===== config.mk =====
export PLATFORM = sky130hd
export DESIGN_NAME = program_loader
export DESIGN_NICKNAME = d
export VERILOG_FILES = /design/src/rtl/program_loader_pkg.sv /design/src/rtl/program_loader_sync_fifo.sv /design/src/rtl/program_loader.sv
export SDC_FILE = /design/constraint.sdc
export NUM_CORES = 1
export LEC_CHECK = 0
export CAP_MARGIN = 20
export CORE_MARGIN = 2
export CORE_UTILIZATION = 50
export DETAILED_ROUTE_END_ITERATION = 10
export PLACE_DENSITY = 0.84
export SLEW_MARGIN = 25
export SYNTH_ARGS = -nofsm -noshare
export SYNTH_HDL_FRONTEND = slang
export SYNTH_SLANG_ARGS = --single-unit

===== constraint.sdc =====
create_clock -name clk -period 2.3 [get_ports clk]
set_input_delay 0.575 -clock clk [delete_from_list [all_inputs] [get_ports clk]]
set_output_delay 0.575 -clock clk [all_outputs]
set_load 0.005 [all_outputs]

===== src/rtl/program_loader_pkg.sv =====
// Shared definitions for the host-side program loader: FSM states and default sizing.
package program_loader_pkg;

    localparam int unsigned DEF_DEPTH      = 16;
    localparam int unsigned DEF_ADDR_W     = 4;
    localparam int unsigned DEF_FIFO_DEPTH = 4;

    typedef enum logic [1:0] {
        IDLE   = 2'd0,
        ARM    = 2'd1,
        LOAD   = 2'd2,
        FINISH = 2'd3
    } loader_state_t;

endpackage


===== src/rtl/program_loader_sync_fifo.sv =====
// Byte FIFO buffering host program bytes; head is visible combinationally on rdata.
module sync_fifo
    import program_loader_pkg::*;
#(
    parameter int unsigned FIFO_DEPTH = DEF_FIFO_DEPTH
) (
    input  logic       clk,
    input  logic       resetn,
    input  logic       push,
    input  logic       pop,
    input  logic [7:0] wdata,
    output logic [7:0] rdata,
    output logic       full,
    output logic       empty
);

    localparam int unsigned PTR_W = $clog2(FIFO_DEPTH);

    logic [7:0]     mem [FIFO_DEPTH];
    logic [PTR_W:0] wr_ptr;
    logic [PTR_W:0] rd_ptr;
    logic           do_push;
    logic           do_pop;

    // Extra pointer bit distinguishes full from empty when the indices match.
    assign empty   = (wr_ptr == rd_ptr);
    assign full    = (wr_ptr[PTR_W] != rd_ptr[PTR_W]) &&
                     (wr_ptr[PTR_W-1:0] == rd_ptr[PTR_W-1:0]);
    assign do_push = push && !full;
    assign do_pop  = pop && !empty;
    assign rdata   = mem[rd_ptr[PTR_W-1:0]];

    always_ff @(posedge clk or negedge resetn) begin
        if (!resetn) begin
            wr_ptr <= '0;
            rd_ptr <= '0;
        end else begin
            if (do_push) wr_ptr <= wr_ptr + {{PTR_W{1'b0}}, 1'b1};
            if (do_pop)  rd_ptr <= rd_ptr + {{PTR_W{1'b0}}, 1'b1};
        end
    end

    always_ff @(posedge clk) begin
        if (do_push) mem[wr_ptr[PTR_W-1:0]] <= wdata;
    end

endmodule


===== src/rtl/program_loader.sv =====
// Host-side loader: buffers host bytes and feeds one per control-block programming slot
// until DEPTH words have been written.
module program_loader
    import program_loader_pkg::*;
#(
    parameter int unsigned DEPTH      = DEF_DEPTH,
    parameter int unsigned ADDR_W     = DEF_ADDR_W,
    parameter int unsigned FIFO_DEPTH = DEF_FIFO_DEPTH
) (
    input  logic            clk,
    input  logic            resetn,
    input  logic            start,
    input  logic            ext_valid,
    input  logic [7:0]      ext_data,
    output logic            ext_ready,
    input  logic            ready,
    input  logic            read_ui_in,
    input  logic            done_load,
    output logic            programming,
    output logic [7:0]      bus_data,
    output logic            bus_drive,
    output logic [ADDR_W:0] load_count,
    output logic            prog_done,
    output logic            underrun
);

    localparam logic [ADDR_W:0] LAST_WORD = (ADDR_W+1)'(DEPTH - 1);

    loader_state_t state;
    loader_state_t next_state;
    logic          fifo_full;
    logic          fifo_empty;
    logic [7:0]    fifo_head;
    logic          in_load;

    assign in_load   = (state == LOAD);
    assign ext_ready = !fifo_full;
    assign bus_drive = read_ui_in && in_load;
    assign bus_data  = fifo_empty ? 8'h00 : fifo_head;

    sync_fifo #(
        .FIFO_DEPTH(FIFO_DEPTH)
    ) u_fifo (
        .clk    (clk),
        .resetn (resetn),
        .push   (ext_valid && ext_ready),
        .pop    (in_load && done_load),
        .wdata  (ext_data),
        .rdata  (fifo_head),
        .full   (fifo_full),
        .empty  (fifo_empty)
    );

    always_comb begin
        next_state = state;
        case (state)
            IDLE:    if (start) next_state = ARM;
            ARM:     if (ready && !fifo_empty) next_state = LOAD;
            LOAD:    if (done_load && (load_count == LAST_WORD)) next_state = FINISH;
            FINISH:  next_state = IDLE;
            default: next_state = IDLE;
        endcase
    end

    // programming and prog_done are registered decodes of the upcoming state.
    always_ff @(posedge clk or negedge resetn) begin
        if (!resetn) begin
            state       <= IDLE;
            programming <= 1'b0;
            prog_done   <= 1'b0;
            load_count  <= '0;
            underrun    <= 1'b0;
        end else begin
            state       <= next_state;
            programming <= (next_state != IDLE);
            prog_done   <= (next_state == FINISH);
            if ((state == IDLE) && start) begin
                load_count <= '0;
                underrun   <= 1'b0;
            end else if (in_load) begin
                if (read_ui_in && fifo_empty) underrun <= 1'b1;
                if (done_load) load_count <= load_count + {{ADDR_W{1'b0}}, 1'b1};
            end
        end
    end

endmodule


==> impl_metrics.tcl, run 1 <==
set metrics [dict create \
    status "finished with violations" \
    violations "setup timing" \
    area_growth_pct 29.91 \
    synth-edff-count 32 \
    crit_path_end_kind "output port" \
    ir_drop_mv 0.5688 \
    place_congestion 0.7752 \
    cts-root-buf "clkbuf_8" \
    diodes 0 \
    cap_violations 0 \
    crit_chain "buf_6 -> xor2_4 -> nor3_4 -> buf_6 -> buf_6 -> and2b_1 -> buf_2" \
    cts_tree "done" \
    synth_area_leaders "edfxtp_1 45%, dfrtp_1 19%, mux4_2 6.3%" \
    grt_overflow_total 0 \
    crit_path_start "u_fifo.rd_ptr[0]" \
    power_leakage_nw 1.089 \
    timing.hold.worst_endpoint "underrun" \
    max-slew-margin-rel_pct 52.16 \
    io_pins 33 \
    synthMuxAreaShare_pct 10.50 \
    p_sw_share_pct 34.80 \
    synth_compound_area_share_pct 5.748 \
    finalNetCount 208 \
    syn_area_um2 2133 \
    max_clock_freq_mhz 428.6 \
    intPower_mw 2.406 \
    power_density_nw_per_um2 1331 \
    synth_top_family_by_area "multiplexers" \
    cp_max_fo 5 \
    postSynthCellCount 132 \
    critPathKind "reg2out" \
    rows 23 \
    async_flop_share_pct 33.33 \
    worstRegToRegCells 5 \
    fill_cells 259 \
    clk_pin_slew_ps 80 \
    clock_latency_ps 300 \
    max_stage_delay_ps 420 \
    critPathArrivalTime_ps 1760 \
    track_usage_pct 20.54 \
    tns_ps -120.7 \
    vias 1294 \
    hp-start "underrun" \
    reg2reg_slack_ps 420 \
    pwr-share-seq_pct 36.4 \
    rsz0062_at_grt "yes" \
    period_share_pct 101.4 \
    report.final.slew_viol_count 0 \
    layout-drive-gt1-share_pct 28.88 \
    port_buffers 32 \
    synth-adder-area-share_pct 4.106 \
    yosys.area.top_type "edfxtp_1" \
    crit_family "buffers and inverters" \
    critical_path_required_ps 1730 \
    cts-buffers-inserted 5 \
    ys_ff_latch 48 \
    p_switching_mw 1.284 \
    grt_pass1_vias 1506 \
    crit_path_start_kind "flop" \
    clockBufferDepth 2 \
    p_comb_share_pct 50.3 \
    synth_nets 154 \
    yosys.area_share.simple_pct 9.032 \
    hold_viol 0 \
    synth_xor_area_share_pct 4.516 \
    worst_slack_ps -33.13 \
    worstReg2RegStart "u_fifo.rd_ptr[0]" \
    yosysTopAreaCellShare_pct 45.04 \
    postRouteAntennaNets 0 \
    die_h_um 69.32 \
    dr.first_iter.drc_count 105 \
    vias_per_cell 5.460 \
    totalPowerFinal_mw 3.690 \
    setup_viol 4 \
    dr.pass1.iters 4 \
    die_x_um 69.32 \
    holdCritPathClass "reg2reg" \
    coreArea_um2 4058 \
    path_buf_inv 4 \
    hold_slack_ps 509.1 \
    cp_slowest_cell "dfrtp_1" \
    yosys_warnings 0 \
    htreeDepth 2 \
    ys_seq_area_share_pct 63.81 \
    fin_skew_ps 5.700 \
    antenna_found_initial 0 \
    synth_cell_types 38 \
    hpwl_um 2939 \
    grt_max_degree 17 \
    routed_wl_um 4561 \
    ys.flop_type "edfxtp_1" \
    cpMostUsedCell "buf_6" \
    r2r-end "u_fifo.mem[3][4]" \
    drcViolationCount 0 \
    synth.avg_cell_area_um2 16.16 \
    die_area_um2 4805 \
    cts.sinks 48 \
    wl_per_cell_um 19.24 \
    initial_core_util_pct 52.57 \
    clockPowerShare_pct 13.4 \
    hold_depth 2 \
    worstMarginPinSlew_ps 715.3 \
    layout_min_cycle_time_ps 2333 \
    grt_pass1_wl_um 7431 \
]
-- per-layer routing --
layer,track usage [%],vias up,share of wire [%]
met5,0,-,0
met4,13.29,0,1.8
met3,3.779,6,4.8
met2,35.68,33,55
met1,23.08,660,38
li1,-,595,-
-- worst reg2reg max path, cell delays in order, from the launching register on --
cell and delay (ps):
dfrtp_1 420, buf_6 160, xor2_4 160, buf_4 170, o311ai_2 380, inv_1 290
-- logic make-up (layout without fill, tap and decap cells) --
family,count (synthesis),count (layout)
DFF,48,48
and+or+nand+nor,30,30
AOI/OAI and AO/OA,15,15
xor gates and xnor gates,11,11
muxes,11,11
buffers and inverters,10,65
adders and majority gates,7,7
-- timing repair --
action	in CTS	in global routing
hold buffers	0	0
setup endpoints to repair	9	9
gates cloned	0	0
setup buffers	11	0
gates resized for setup	36	10
pin swaps	2	1
-- registers in the layout, summed over array words and instances, names as in the netlist --
register       count
u_fifo.wr_ptr      3
load_count         5
prog_done          1
programming        1
underrun           1
u_fifo.rd_ptr      3
state              2
u_fifo.mem        32
-- cell type report --
class | instances | area, um2 | area share [%]
clock buffer | 6 | 72.57 | 2.619
clock inverter | 2 | 12.51 | 0.4515
inverter | 6 | 22.52 | 0.8126
multi-input combinational | 74 | 785.8 | 28.35
sequential | 48 | 1363 | 49.16
tap | 50 | 62.56 | 2.257
timing repair buffer | 51 | 452.9 | 16.34
-- Yosys cell counts (all sizes together) (2+ instances only) --
master and instances:
nand3 2, nor2 5, nor2b 2, buf 4, a21oi 2, inv 6, and3b 2, dfrtp 16
or3 3, and2 4, o21ai 4, and2b 6, o311ai 2, mux2 2, xor2 4, ha 7
mux4 8, xnor2 7, edfxtp 32
-- metrics by stage --
stage / setup WS, ps / cells / area (um2) / util (%)
2_1_floorplan: 468.2 / 132 / 2133 / -
3_3_place_gp: 28.33 / 219 / 2557 / 63.03
3_5_place_dp: -5.282 / 219 / 2557 / 63.03
4_1_cts: -37.96 / 238 / 2759 / 67.99
5_1_grt: -84.69 / 237 / 2771 / 68.30
6_report: -33.13 / 237 / 2771 / 68.30
-- cell usage in the layout, fill, tap and decap left out, types with 3 or more instances in the layout --
master           netlist  layout
o21ai_0                4       4
ha_1                   7       7
mux4_2                 6       7
inv_1                  6       6
and2b_1                6       6
dfrtp_1               16      15
clkdlybuf4s50_1        0      23
edfxtp_1              32      32
or3_1                  3       3
clkbuf_8               0       5
nor2_1                 5       5
buf_6                  1       6
buf_4                  0      13
buf_2                  3       5
xnor2_1                7       5
and2_2                 3       3
-- power groups by stage --
stage | clock network, mW | logic (mW) | registers [mW]
after detailed placement | 0 | 1.62 | 1.33
final | 0.493 | 1.85 | 1.34
after CTS | 0.491 | 1.80 | 1.32
after global routing | 0.536 | 2.00 | 1.37
after floorplan | 0 | 0.917 | 1.29
after global placement | 0 | 1.56 | 1.30
-- how the worst max path moves through the flow --
stage | to | depth (start not counted) | slack [ps]
6_report | bus_data[7] | 7 | -30
5_1_grt | bus_data[3] | 7 | -80
4_1_cts | bus_data[4] | 6 | -40
3_5_place_dp | bus_data[3] | 5 | -5
3_3_place_gp | bus_drive | 3 | 30
2_1_floorplan | bus_data[1] | 3 | 470
Note: power is estimated with default switching activity, not from simulation.
==> run 2: changes to the inputs <==
--- a/config.mk
+++ b/config.mk
@@ -9,7 +9,8 @@
 export CORE_MARGIN = 2
 export CORE_UTILIZATION = 50
 export DETAILED_ROUTE_END_ITERATION = 10
-export PLACE_DENSITY = 0.84
+export PLACE_DENSITY = 0.81
+export SKIP_LAST_GASP = 1
 export SLEW_MARGIN = 25
 export SYNTH_ARGS = -nofsm -noshare
 export SYNTH_HDL_FRONTEND = slang
==> run 2 against run 1 <==
The run still ends with setup timing left. Total power up 4.6%. Sequential share of layout area is 1.0 points lower. Non-clock buffer count grew 3. Critical path type unchanged. Largest cell class unchanged.
==> impl_metrics.tcl, run 2 (synthesis gave the netlist of run 1 again) <==
set metrics [dict create \
    routed_wl_um 4190 \
    reg2reg_slack_ps 480 \
    dr.first_iter.drc_count 102 \
    rows 23 \
    hold_slack_ps 535.2 \
    clock_latency_ps 300 \
    max_clock_freq_mhz 433.6 \
    crit_path_start "u_fifo.rd_ptr[0]" \
    cts-buffers-inserted 5 \
    hold_viol 0 \
    die_x_um 69.32 \
    antenna_found_initial 0 \
    cts_tree "done" \
    rsz0062_at_grt "yes" \
    holdCritPathClass "reg2reg" \
    grt_overflow_total 0 \
    grt_max_degree 17 \
    layout_min_cycle_time_ps 2306 \
    clockBufferDepth 2 \
    port_buffers 32 \
    layout_common_cells "32 x edfxtp_1, 22 x clkdlybuf4s50_1, 15 x dfrtp_1" \
    crit_path_end "bus_data[1]" \
    worstRegToRegCells 5 \
    period_share_pct 100.3 \
    postRouteAntennaNets 0 \
    violations "setup timing" \
    worstMarginPinSlew_ps 744.9 \
    critical_path_required_ps 1730 \
    coreArea_um2 4058 \
    fill_cells 253 \
    finalNetCount 211 \
    die_area_um2 4805 \
    grt_pass1_vias 1415 \
    final_common_cell "edfxtp_1" \
    dr.pass1.iters 4 \
    worstReg2RegStart "u_fifo.rd_ptr[0]" \
    wl_per_cell_um 17.46 \
    setup_viol 2 \
    hpwl_um 2830 \
    ir_drop_mv 0.9326 \
    clk_pin_slew_ps 90 \
    track_usage_pct 18.83 \
    power_density_nw_per_um2 1364 \
    worst_slack_ps -6.179 \
    critPathKind "reg2out" \
    cts-root-buf "clkbuf_8" \
    diodes 0 \
    place_ws_ps -37.69 \
    io_pins 33 \
    htreeDepth 2 \
    place_congestion 0.8033 \
    cp_max_fo 3 \
    drcViolationCount 0 \
    crit_path_end_kind "output port" \
    crit_path_start_kind "flop" \
    die_h_um 69.32 \
    layout-drive-gt1-share_pct 32.11 \
    grt_pass1_wl_um 6893 \
    final-seq-area_um2 1363 \
    power_leakage_nw 1.129 \
    r2r-end "u_fifo.mem[3][3]" \
    critPathArrivalTime_ps 1730 \
    multi_input_area_um2 789.5 \
    vias 1290 \
    cap_violations 0 \
    largest_register_ffs 32 \
    cts.sinks 48 \
    area_growth_pct 32.67 \
    initial_core_util_pct 52.57 \
    status "finished with violations" \
    report.final.slew_viol_count 0 \
    vias_per_cell 5.375 \
    max-slew-margin-rel_pct 50.18 \
    fin_skew_ps 7.019 \
]
run 2: changes by cell type in the layout (fill, tap and decap cells not counted), sizes merged:
cell           previous run  this run
buf                      24        30
clkbuf                    8         5
bufinv                    0         1
clkdlybuf4s15             1         0
clkdlybuf4s50            23        22
clkinv                    1         2
clkinvlp                  1         0
dlygate4sd2               0         1
run 2: stage by stage:
step	area, um2	util (%)	std cells	setup TNS [ps]	power (mW)
after CTS	2793	68.83	240	-108.9	3.778
after detailed placement	2557	63.03	219	-119.2	2.932
final	2830	69.75	240	-7.026	3.859
after floorplan	2133	-	132	0	2.202
after global placement	2557	63.03	219	-3.384	2.851
after global routing	2830	69.75	240	-303.6	4.080
run 2: worst min path at each step:
stage                         from            end  slack [ps]  cells past startpoint
after floorplan             resetn  load_count[0]         280                      0
after global placement    underrun       underrun         500                      2
after detailed placement  underrun       underrun         510                      2
after CTS                 underrun       underrun         530                      2
after global routing      underrun       underrun         600                      2
final                     underrun       underrun         540                      2
run 2: area by class of cell:
cell class	instances	area share, %
inverters	6	0.7958
clock buffers	5	2.431
well taps	50	2.210
flip-flops and latches	48	48.14
clock inverters	3	1.680
repair buffers	54	16.84
multi-input cells	74	27.90
run 2: layer usage:
metal  track usage, %  vias up  share of wire, %
li1                 -      606                 -
met1            23.95      647                43
met4            8.061        0               2.3
met5                0        -                 0
met3            3.779        8               2.8
met2            31.52       29                52
run 2: critical path, stage by stage (launching register included):
cell and delay (ps):
dfrtp_2 460, buf_6 140, xor2_4 160, nor3_4 170
buf_6 140, buf_6 90, and2b_1 160, buf_2 120
run 2: where the power goes:
group / total (mW) / internal (mW) / switching [mW] / leakage [nW]
clock: 0.607 / 0.327 / 0.280 / 0.0583
sequential: 1.34 / 1.17 / 0.168 / 0.494
combinational: 1.91 / 1.08 / 0.832 / 0.576
total: 3.86 / 2.58 / 1.28 / 1.13
run 2: timing repair:
| action | CTS | global route |
|---|---|---|
| hold buffers | 0 | 0 |
| resized for setup | 48 | 7 |
| buffers inserted | 12 | 0 |
| setup endpoints to repair | 9 | 9 |
| cloned | 1 | 0 |
| pin swaps | 2 | 0 |
==> run 3: changes to the inputs <==
--- a/config.mk
+++ b/config.mk
@@ -5,10 +5,12 @@
 export SDC_FILE = /design/constraint.sdc
 export NUM_CORES = 1
 export LEC_CHECK = 0
+export ABC_AREA = 1
 export CAP_MARGIN = 20
 export CORE_MARGIN = 2
 export CORE_UTILIZATION = 50
 export DETAILED_ROUTE_END_ITERATION = 10
+export HOLD_SLACK_MARGIN = 0.15
 export PLACE_DENSITY = 0.81
 export SKIP_LAST_GASP = 1
 export SLEW_MARGIN = 25
==> run 3 against run 2 <==
The flow still finishes with violations (setup timing). Utilization shrank 1.9 points. Non-clock buffer count grew 6. Area after synthesis grew 2.6%. Critical path type unchanged. Highest routed layer unchanged.
==> impl_metrics.tcl, run 3 <==
set metrics [dict create \
    status "finished with violations" \
    violations "setup timing" \
    crit_path_end "bus_data[4]" \
    cts.sinks 48 \
    cts-root-buf "clkbuf_8" \
    ys.flop_type "edfxtp_1" \
    die_area_um2 4925 \
    totalPowerFinal_mw 3.859 \
    grt_max_degree 17 \
    ys_ff_latch 48 \
    max-slew-margin-rel_pct 82.76 \
    largest_register_ffs 32 \
    r2r-end "u_fifo.rd_ptr[1]" \
    synth_nets 220 \
    place_ws_ps 40.59 \
    hpwl_um 2801 \
    critPathKind "reg2out" \
    die_x_um 70.18 \
    synth_cell_types 25 \
    fin_area_um2 2915 \
    hold_slack_ps 494.5 \
    postSynthCellCount 198 \
    rsz0062_at_grt "yes" \
    fin_skew_ps 6.864 \
    critical_path_required_ps 1730 \
    diodes 0 \
    worstMarginPinSlew_ps 257.9 \
    wl_per_cell_um 16.60 \
    layout_min_cycle_time_ps 2321 \
    synth.avg_cell_area_um2 11.06 \
    report.final.slew_viol_count 0 \
    yosys_warnings 0 \
    power_leakage_nw 1.295 \
    placed_cells 287 \
    crit_path_start "u_fifo.rd_ptr[0]" \
    synth_area_leaders "edfxtp_1 44%, dfrtp_1 18%, nand2_1 5.0%" \
    busiest_layer "met2" \
    vias 1669 \
    routed_wl_um 5211 \
    synth-edff-count 32 \
    track_usage_pct 20.27 \
    place_congestion 0.8125 \
    cts_tree "done" \
    rows 24 \
    worstRegToRegCells 11 \
    cap_violations 0 \
    grt_pass1_vias 1630 \
    period_share_pct 100.9 \
    io_pins 33 \
    postRouteAntennaNets 0 \
    syn_area_um2 2190 \
    yosysTopAreaCellShare_pct 43.89 \
    coreArea_um2 4294 \
    hold_viol 0 \
    critPathArrivalTime_ps 1750 \
    cp_max_fo 9 \
    drcViolationCount 0 \
    use_met2_pct 34.18 \
    tns_ps -20.93 \
    clockBufferDepth 2 \
    async_flop_share_pct 33.33 \
    ir_drop_mv 0.5602 \
    vias_per_cell 5.315 \
    synthMostInstantiatedCell "edfxtp_1" \
    area_growth_pct 33.14 \
    worst_slack_ps -20.93 \
    reg2reg_slack_ps 550 \
    placed_cell_area_um2 2619 \
    dr.pass1.iters 5 \
    worstReg2RegStart "u_fifo.rd_ptr[1]" \
    htreeDepth 2 \
    layout-drive-gt1-share_pct 22.14 \
    setup_viol 1 \
    grt_overflow_total 0 \
    grt_pass1_wl_um 7624 \
    crit_path_start_kind "flop" \
    synth_common_cells "32 x edfxtp_1, 29 x nand2_1, 26 x nor2_1" \
    grtUsageMet1_pct 25.12 \
    stdcell_count 314 \
    grt_util_met3_pct 4.906 \
    power_density_nw_per_um2 1324 \
    ys_seq_area_share_pct 62.17 \
    holdCritPathClass "reg2reg" \
    clk_pin_slew_ps 80 \
    final_common_cell "edfxtp_1" \
    final_util_pct 67.89 \
    max_clock_freq_mhz 430.9 \
    cts-buffers-inserted 5 \
    initial_core_util_pct 50.99 \
    dr.first_iter.drc_count 268 \
    port_buffers 32 \
    finalNetCount 283 \
    die_h_um 70.18 \
    yosys.area.top_type "edfxtp_1" \
    layout_common_cells "32 x edfxtp_1, 27 x nand2_1, 26 x nor2_1" \
    crit_path_end_kind "output port" \
    antenna_found_initial 0 \
    clock_latency_ps 300 \
]
==> run 3: changes by cell type after synthesis, moves of 4 or more <==
cell,before,now
and2b_1,6,0
inv_1,6,24
mux4_2,6,0
nand2_1,1,29
nand2_4,0,4
nor2_1,5,26
o21ai_0,4,19
o22ai_1,0,9
xnor2_1,7,0
==> run 3: layer usage <==
layer  vias up  wire length (um)  part of all wire, %
met3         8               285                  5.5
met1       808              2127                   41
met5         -                 0                    0
met4         0                79                  1.5
li1        785                 -                    -
met2        68              2719                   52
==> run 3: how the worst min path moves through the flow <==
stage | from | endpoint | slack (ps) | cells past startpoint
finish | underrun | underrun | 490 | 1
detailed placement | underrun | underrun | 480 | 1
global route | underrun | underrun | 530 | 1
global placement | underrun | underrun | 480 | 1
floorplan | resetn | load_count[0] | 280 | 0
CTS | underrun | underrun | 500 | 1
==> run 3: what timing repair did <==
| item | CTS | global route |
|---|---|---|
| hold buffers | 0 | 0 |
| pin swaps | 5 | 11 |
| setup buffers | 5 | 12 |
| resized for setup | 13 | 13 |
| gates cloned | 2 | 0 |
| setup endpoints to repair | 9 | 7 |
==> run 3: power by group <==
| group | switching (mW) | leakage [nW] | internal [mW] | total [mW] |
|---|---|---|---|---|
| registers | 0.149 | 0.495 | 1.16 | 1.31 |
| clock network | 0.273 | 0.0532 | 0.317 | 0.589 |
| logic | 1.04 | 0.747 | 0.923 | 1.96 |
==> run 3: kinds of logic after synthesis <==
logic type	Yosys count	synth area share, %
simple gates	72	16.57
flops	48	62.17
compound gates	34	8.400
xor+xnor	3	1.200
buf+inv	34	7.657
fa+ha+maj	7	4.000
==> run 3: worst max-delay path, stage by stage, from the launching register on <==
cell and delay [ps]:
dfrtp_2 500, inv_8 110, buf_4 110, o21ai_0 80, o22ai_1 200, nand2_1 120
inv_1 70, dlygate4sd2_1 240
==> run 3: area by class of cell <==
type,instances,area (um2)
timing repair buffer,60,565.5
inverter,29,128.9
clock buffer,5,68.82
multi-input combinational,117,686.9
fill,285,1379
sequential,48,1363
tap,52,65.06
clock inverter,3,37.54
